==> src/rtl/rom_loader.sv <==
// Boot loader: parses SYNC, 16-bit length and N big-endian words from a byte stream into ROM,
// holding the core in reset until the load completes. Optional trailer checksum: ROM_LOADER_CHKSUM_EN.
module rom_loader #(
  parameter logic [7:0]  SYNC_BYTE = 8'hA5,
  parameter logic [15:0] BASE_ADDR = 16'h0000
) (
  input  logic        clk,
  input  logic        reset_n,
  input  logic        restart,
  input  logic        rx_valid,
  input  logic [7:0]  rx_data,
  output logic        rx_ready,
  output logic        rom_we,
  output logic [15:0] rom_addr,
  output logic [15:0] rom_wdata,
  output logic        core_reset_n,
  output logic        rom_en,
  output logic        ram_cen,
  output logic        done,
  output logic        err
);

`ifdef ROM_LOADER_CHKSUM_EN
  typedef enum logic [2:0] {IDLE, LEN_H, LEN_L, DATA_H, DATA_L, CHK, DONE, ERR} state_t;
  localparam state_t FINAL_ST = CHK;
`else
  typedef enum logic [2:0] {IDLE, LEN_H, LEN_L, DATA_H, DATA_L, DONE, ERR} state_t;
  localparam state_t FINAL_ST = DONE;
`endif

  state_t      state_q, state_d;
  logic        rx_ready_q, rx_ready_d;
  logic        rom_we_q, rom_we_d;
  logic [15:0] rom_addr_q, rom_addr_d;
  logic [15:0] rom_wdata_q, rom_wdata_d;
  logic [15:0] len_q, len_d;
  logic [15:0] idx_q, idx_d;
  logic [7:0]  hi_q, hi_d;
`ifdef ROM_LOADER_CHKSUM_EN
  logic [7:0]  chk_q, chk_d;
`endif
  logic        accept;

  always_comb begin
    accept      = rx_valid && rx_ready_q;
    state_d     = state_q;
    rom_we_d    = 1'b0;
    rom_addr_d  = rom_addr_q;
    rom_wdata_d = rom_wdata_q;
    len_d       = len_q;
    idx_d       = idx_q;
    hi_d        = hi_q;
`ifdef ROM_LOADER_CHKSUM_EN
    chk_d       = chk_q;
`endif
    // restart outranks a concurrent byte; an already-issued rom_we is a flop and still completes
    if (restart) begin
      state_d     = IDLE;
      rom_addr_d  = BASE_ADDR;
      rom_wdata_d = '0;
      len_d       = '0;
      idx_d       = '0;
      hi_d        = '0;
`ifdef ROM_LOADER_CHKSUM_EN
      chk_d       = '0;
`endif
    end else if (accept) begin
      case (state_q)
        IDLE: begin
          if (rx_data == SYNC_BYTE) state_d = LEN_H;
        end
        LEN_H: begin
          len_d[15:8] = rx_data;
          state_d     = LEN_L;
        end
        LEN_L: begin
          len_d[7:0] = rx_data;
          state_d    = ({len_q[15:8], rx_data} == 16'h0000) ? FINAL_ST : DATA_H;
        end
        DATA_H: begin
          hi_d    = rx_data;
          state_d = DATA_L;
`ifdef ROM_LOADER_CHKSUM_EN
          chk_d   = chk_q + rx_data;
`endif
        end
        DATA_L: begin
          rom_we_d    = 1'b1;
          rom_addr_d  = BASE_ADDR + idx_q;
          rom_wdata_d = {hi_q, rx_data};
          idx_d       = idx_q + 16'd1;
          state_d     = (idx_q + 16'd1 == len_q) ? FINAL_ST : DATA_H;
`ifdef ROM_LOADER_CHKSUM_EN
          chk_d       = chk_q + rx_data;
`endif
        end
`ifdef ROM_LOADER_CHKSUM_EN
        CHK: begin
          state_d = (rx_data == chk_q) ? DONE : ERR;
        end
`endif
        default: ;
      endcase
    end
    case (state_d)
      DONE, ERR: rx_ready_d = 1'b0;
      default:   rx_ready_d = 1'b1;
    endcase
  end

  always_ff @(posedge clk or negedge reset_n) begin
    if (!reset_n) begin
      state_q     <= IDLE;
      rx_ready_q  <= 1'b0;
      rom_we_q    <= 1'b0;
      rom_addr_q  <= BASE_ADDR;
      rom_wdata_q <= '0;
      len_q       <= '0;
      idx_q       <= '0;
      hi_q        <= '0;
`ifdef ROM_LOADER_CHKSUM_EN
      chk_q       <= '0;
`endif
    end else begin
      state_q     <= state_d;
      rx_ready_q  <= rx_ready_d;
      rom_we_q    <= rom_we_d;
      rom_addr_q  <= rom_addr_d;
      rom_wdata_q <= rom_wdata_d;
      len_q       <= len_d;
      idx_q       <= idx_d;
      hi_q        <= hi_d;
`ifdef ROM_LOADER_CHKSUM_EN
      chk_q       <= chk_d;
`endif
    end
  end

  assign rx_ready     = rx_ready_q;
  assign rom_we       = rom_we_q;
  assign rom_addr     = rom_addr_q;
  assign rom_wdata    = rom_wdata_q;
  assign done         = (state_q == DONE);
  assign core_reset_n = done;
  assign rom_en       = done;
  assign ram_cen      = done;
`ifdef ROM_LOADER_CHKSUM_EN
  assign err          = (state_q == ERR);
`else
  assign err          = 1'b0;
`endif

endmodule

==> config.mk <==
export PLATFORM = sky130hd
export DESIGN_NAME = rom_loader
export DESIGN_NICKNAME = d
export VERILOG_FILES = /design/src/rtl/rom_loader.sv
export SDC_FILE = /design/constraint.sdc
export NUM_CORES = 1
export LEC_CHECK = 0
export CAP_MARGIN = 25
export CELL_PAD_IN_SITES_DETAIL_PLACEMENT = 2
export CELL_PAD_IN_SITES_GLOBAL_PLACEMENT = 2
export CORE_MARGIN = 3
export CORE_UTILIZATION = 29
export CTS_CLUSTER_DIAMETER = 40
export DETAILED_ROUTE_END_ITERATION = 7
export PLACE_DENSITY = 0.74
export SLEW_MARGIN = 10
export SYNTH_ARGS = -nofsm -noshare
export SYNTH_HDL_FRONTEND = slang
export SYNTH_SLANG_ARGS = --single-unit
==> constraint.sdc <==
create_clock -name clk -period 6.41 [get_ports clk]
set_clock_uncertainty 0.15 [all_clocks]
set_input_delay 1.282 -clock clk [delete_from_list [all_inputs] [get_ports clk]]
set_output_delay 1.282 -clock clk [all_outputs]
set_load 0.01 [all_outputs]
== After elaboration in Yosys (flattened, before gate mapping) ==
Cells that the tools add are included.

* Bits of input ports: 12
* Register bits: 77
* Word-level logic and storage cells: 58

* Reduce and logical (&&, ||, !) cells: 13
* Multiplexer cells: 26
* Equal/unequal tests: 9
* Add/sub/neg operators: 1

{| class="wikitable"
|+ Operator list
! operator !! count
|-
| $mux 16 || 11
|-
| $mux 8 || 5
|-
| $add 16x1->16 const B || 1
|-
| $eq 16x16->1 || 1
|-
| $logic_not 16->1 || 1
|-
| $mux 3 || 5
|-
| $pmux 3 s5 || 1
|-
| $eq 3x3->1 const B || 4
|-
| $reduce_bool 2->1 || 5
|-
| $eq 8x8->1 const B || 1
|-
| $reduce_and 2->1 || 4
|-
| $eq 3x2->1 const B || 2
|-
| $mux 1 || 4
|-
| $eq 3x1->1 const B || 1
|-
| $logic_not 3->1 || 1
|-
| $reduce_or 2->1 || 1
|-
| $logic_and 1x1->1 || 1
|}

== Depth between registers and ports, before layout ==
* Depth in word-level cells: 9
* Depth in mapped cells: 9
* Mapped depth without buffers: 8

== Least setup slack after synthesis ==
No wires, ideal clock.

* Path kind: input to register
* From: in rx_data[0]
* To: reg rx_ready_q, in the netlist rx_ready
* Setup slack: 3.442 ns
* Library setup time: 0.124 ns
* Arrival: 2.694 ns
* Stages: 7
* Cell sequence: and4_1 a2111oi_0 nor2_1 nand2_1 o2111ai_1 a211o_1 a211o_1

* Word-level cells in the longest chain between the ends: 8
* Elaborated cells on any way between the ends: 11
* Those cells by class: eq/ne (3); mux (6); reduce/logical (2)

{| class="wikitable"
|+ RTL lines
! element !! RTL line !! source
|-
| from (decl) || 11 || <nowiki>input logic [7:0] rx_data,</nowiki>
|-
| $eq 8x8->1 * || 70 || <nowiki>if (rx_data == SYNC_BYTE) state_d = LEN_H;</nowiki>
|-
| $mux 3 * || 70 ||
|-
| $pmux 3 s5 * || 68 || <nowiki>case (state_q)</nowiki>
|-
| $mux 3 * || 67 || <nowiki>end else if (accept) begin</nowiki>
|-
| $mux 3 * || 57 || <nowiki>if (restart) begin</nowiki>
|-
| net state_d[0] || 31 || <nowiki>state_t state_q, state_d;</nowiki>
|-
| $eq 3x3->1 || 105 || <nowiki>case (state_d)</nowiki>
|-
| $reduce_or 2->1 * || 105 ||
|-
| $mux 1 * || 105 ||
|-
| net rx_ready_d || 32 || <nowiki>logic rx_ready_q, rx_ready_d;</nowiki>
|-
| to (signal assigned) || 126 || <nowiki>rx_ready_q <= rx_ready_d;</nowiki>
|-
| to (decl) || 32 ||
|}

Mark *: on every way through the listed nets, which the timed path passes. The rest lies on a longest branch.
A chain may end at the register's enable or synchronous reset.

== Worst setup path after layout ==
* From: in rx_data[5]
* To: reg rx_ready_q, in the netlist rx_ready

The elaborated chain is that of the path after synthesis.

==> results.tsv <==
metric	value	unit
synth_compound_area_share	9.98	%
power.total	1.01	mW
finalHoldViolCount	0	
p_leak	1.94	nW
min_period	3.66	ns
critPathLaunchType	primary input	
synthMuxAreaShare	6.35	%
worstPathArrival	3.74	ns
syn2layout_area_growth	22.3	%
relSlewSlack	45.7	%
synth_cell_types	50	
grtUsageMet3	3.34	%
drc	0	
post_synth_fa_ha_maj_area_fraction	0.316	%
fillerInstances	1459	
fin_tns_setup	0	ns
final_layout_size_suffix_gt1_share	6.47	%
cts_hold_buf	0	
num_vias	3294	
regToRegSetupSlack	3.29	ns
pin_count	51	
die_w	123	um
power.density	209	nW/um2
dpl.hpwl	7500	um
tightestPinTransition	0.814	ns
ff2ff_path_depth	7	
layout_commonest_cell	nand2_1	
synthCells	429	
final_antenna_net_count	0	
drt_wl_total	11600	um
yosys.area.top_type_share	48.6	%
synthTopCellsByArea	dfrtp_1 (49%), nand2_1 (7.6%), mux2i_1 (6.1%), xnor2_1 (4.9%), nor2_1 (4.7%)	
drt_iter0_drc	166	
max-cap-violations	0	
crit_buf_inv	1	
grt_use_met1	22.1	%
cts_tree	yes	
required	6.49	ns
clock_path_buffers	2	
crit_top_cell	a211o_1	
cts_sinks	77	
ys_seq_area_share	48.6	%
avgSynthCellArea	9.24	um2
fin_ws	2.75	ns
placed_cells	623	
die-area	15100	um2
cts_setup_buffers	0	
cp-end-kind	flop	
ctsRootBufferMaster	clkbuf_16	
synth-edff-count	0	
fin_crit_sh	57.2	%
numPortBuffers	49	
grt_use_total	16.6	%
worst_hold_slack	0.373	ns
first_pass_iters	4	
grt-busiest-layer	met2	
vias_per_cell	5.15	
synth_top_family_by_area	simple AND/OR/NAND/NOR gates	
slew_viol_final	0	
crit_family	compound AO/OA/AOI/OAI gates	
syn_nets	442	
synth-xor-area-share	7.07	%
ys.flop_type	dfrtp_1	
overflow	0	
nNetsFinal	472	
synth.cell_area	3960	um2
layout_common_cells	nand2_1 (80), dfrtp_1 (77), nor2_1 (50)	
rows	42	
synth-async-reset-ratio	100	%
run_status	finished, final reports clean	
antenna_cells	0	
post-place-ws	2.43	ns
clk_pin_slew_worst_paths	0.06	ns
rsz0062_at_grt	false	
slowest_delay	0.65	ns
ys_ff_latch	77	
grt_pass1_vias	3673	
fin_cells	640	
gr-usage-met2	27.3	%
antenna_found_initial	0	
yosysWarnings	0	
worstSetupPathType	primary input to flop	
place_congestion	0.797	
worstHoldEndpoint	rom_addr[4]	
fmax	273	MHz
r2r_end	rx_ready	
numCtsBuffers	9	
worst-path-max-fanout	6	
routedWlPerCell	18.1	um
htree_levels	3	
grt_pass1_wl	19400	um
grt_max_degree	78	
ir_drop	0.101	mV
hp-start	rom_addr[4]	
setup_viol	0	
synth_area_leader_cell	dfrtp_1	
die_h	123	um
post_cts_resized	0	
clkLatencyLatePin	0.35	ns
yosys.area_share.simple	22.7	%
r2r_start	idx_q[0]	
cpMaxStageDelayCell	a2111oi_0	
min_path_type	flop to flop	
core	13300	um2
start_util	29.8	%
path_cells	clkdlybuf4s50_1 -> and4_1 -> a2111oi_0 -> nor2_1 -> nand2_1 -> o2111ai_1 -> a211o_1 -> a211o_1	
min_path_cells	2	
==> through the flow <==
stage	utilization [%]	instance area [um2]
2_1_floorplan	-	3960
3_3_place_gp	34.0	4530
3_5_place_dp	34.1	4530
4_1_cts	36.2	4820
5_1_grt	36.4	4850
6_report	36.4	4850
==> logic make-up (layout without fill, tap and decap cells) <==
kind of cell | count (synthesis) | after routing
AOI/OAI and AO/OA | 64 | 64
adders and majority gates | 1 | 1
and+or+nand+nor | 189 | 189
DFF | 77 | 77
muxes | 25 | 25
xor gates and xnor gates | 32 | 32
buffers and inverters | 40 | 75
other | 1 | 1
==> flip-flops by register name (all words and copies together), names as in the netlist <==
| register | count |
|---|---|
| idx_q | 16 |
| len_q | 16 |
| rom_addr | 16 |
| rom_wdata | 16 |
| hi_q | 8 |
| state_q | 3 |
| rom_we | 1 |
| rx_ready | 1 |
==> power breakdown <==
part | internal (mW) | switching (mW) | total (mW)
combinational | 0.00968 | 0.0264 | 0.0360
sequential | 0.486 | 0.000126 | 0.486
clock | 0.275 | 0.216 | 0.491
==> metal layers <==
layer	wire length (um)	up-vias
met5	0	-
met4	177	0
met3	321	11
met2	5810	50
met1	5260	1713
li1	-	1520
==> area by class of cell <==
type                       count  area [um2]  share of cell area (%)
inverter                       5        18.8                   0.387
multi-input combinational    312        1850                    38.3
clock buffer                  10         239                    4.93
sequential                    77        1930                    39.8
clock inverter                 6        46.3                   0.955
tap                          176         220                    4.54
timing repair buffer          54         541                    11.2
==> how the worst max path moves through the flow <==
| stage | endpoint | cells after the start | from | slack [ns] |
|---|---|---|---|---|
| after CTS | rx_ready | 8 | rx_data[5] | 2.80 |
| after global placement | rx_ready | 7 | rx_valid | 2.29 |
| final | rx_ready | 8 | rx_data[5] | 2.75 |
| after detailed placement | rx_ready | 8 | rx_data[5] | 2.43 |
| after floorplan | rx_ready | 7 | rx_data[0] | 3.44 |
| after global routing | idx_q[12] | 8 | rx_valid | 2.56 |
==> cell usage after synthesis, drive strengths merged, types with 3 or more instances <==
cell    number
a21oi       35
and3         3
and4         3
buf         17
clkbuf      18
dfrtp       77
inv          5
mux2i       24
nand2       80
nand2b       4
nand3       11
nand4        7
nor2        50
nor3         9
nor4        12
o211ai       4
o21ai        5
or3          3
xnor2       22
xor2        10
==> worst register-to-register path, cell delays in order, from the launching register on <==
cell     delay [ns]
dfrtp_1        0.50
ha_1           0.29
nand3_1        0.42
or3_1          0.48
o32a_1         0.36
a22oi_1        0.30
nand3_1        0.17
a211o_1        0.33
No activity file was read; power rests on OpenSTA's default activity.
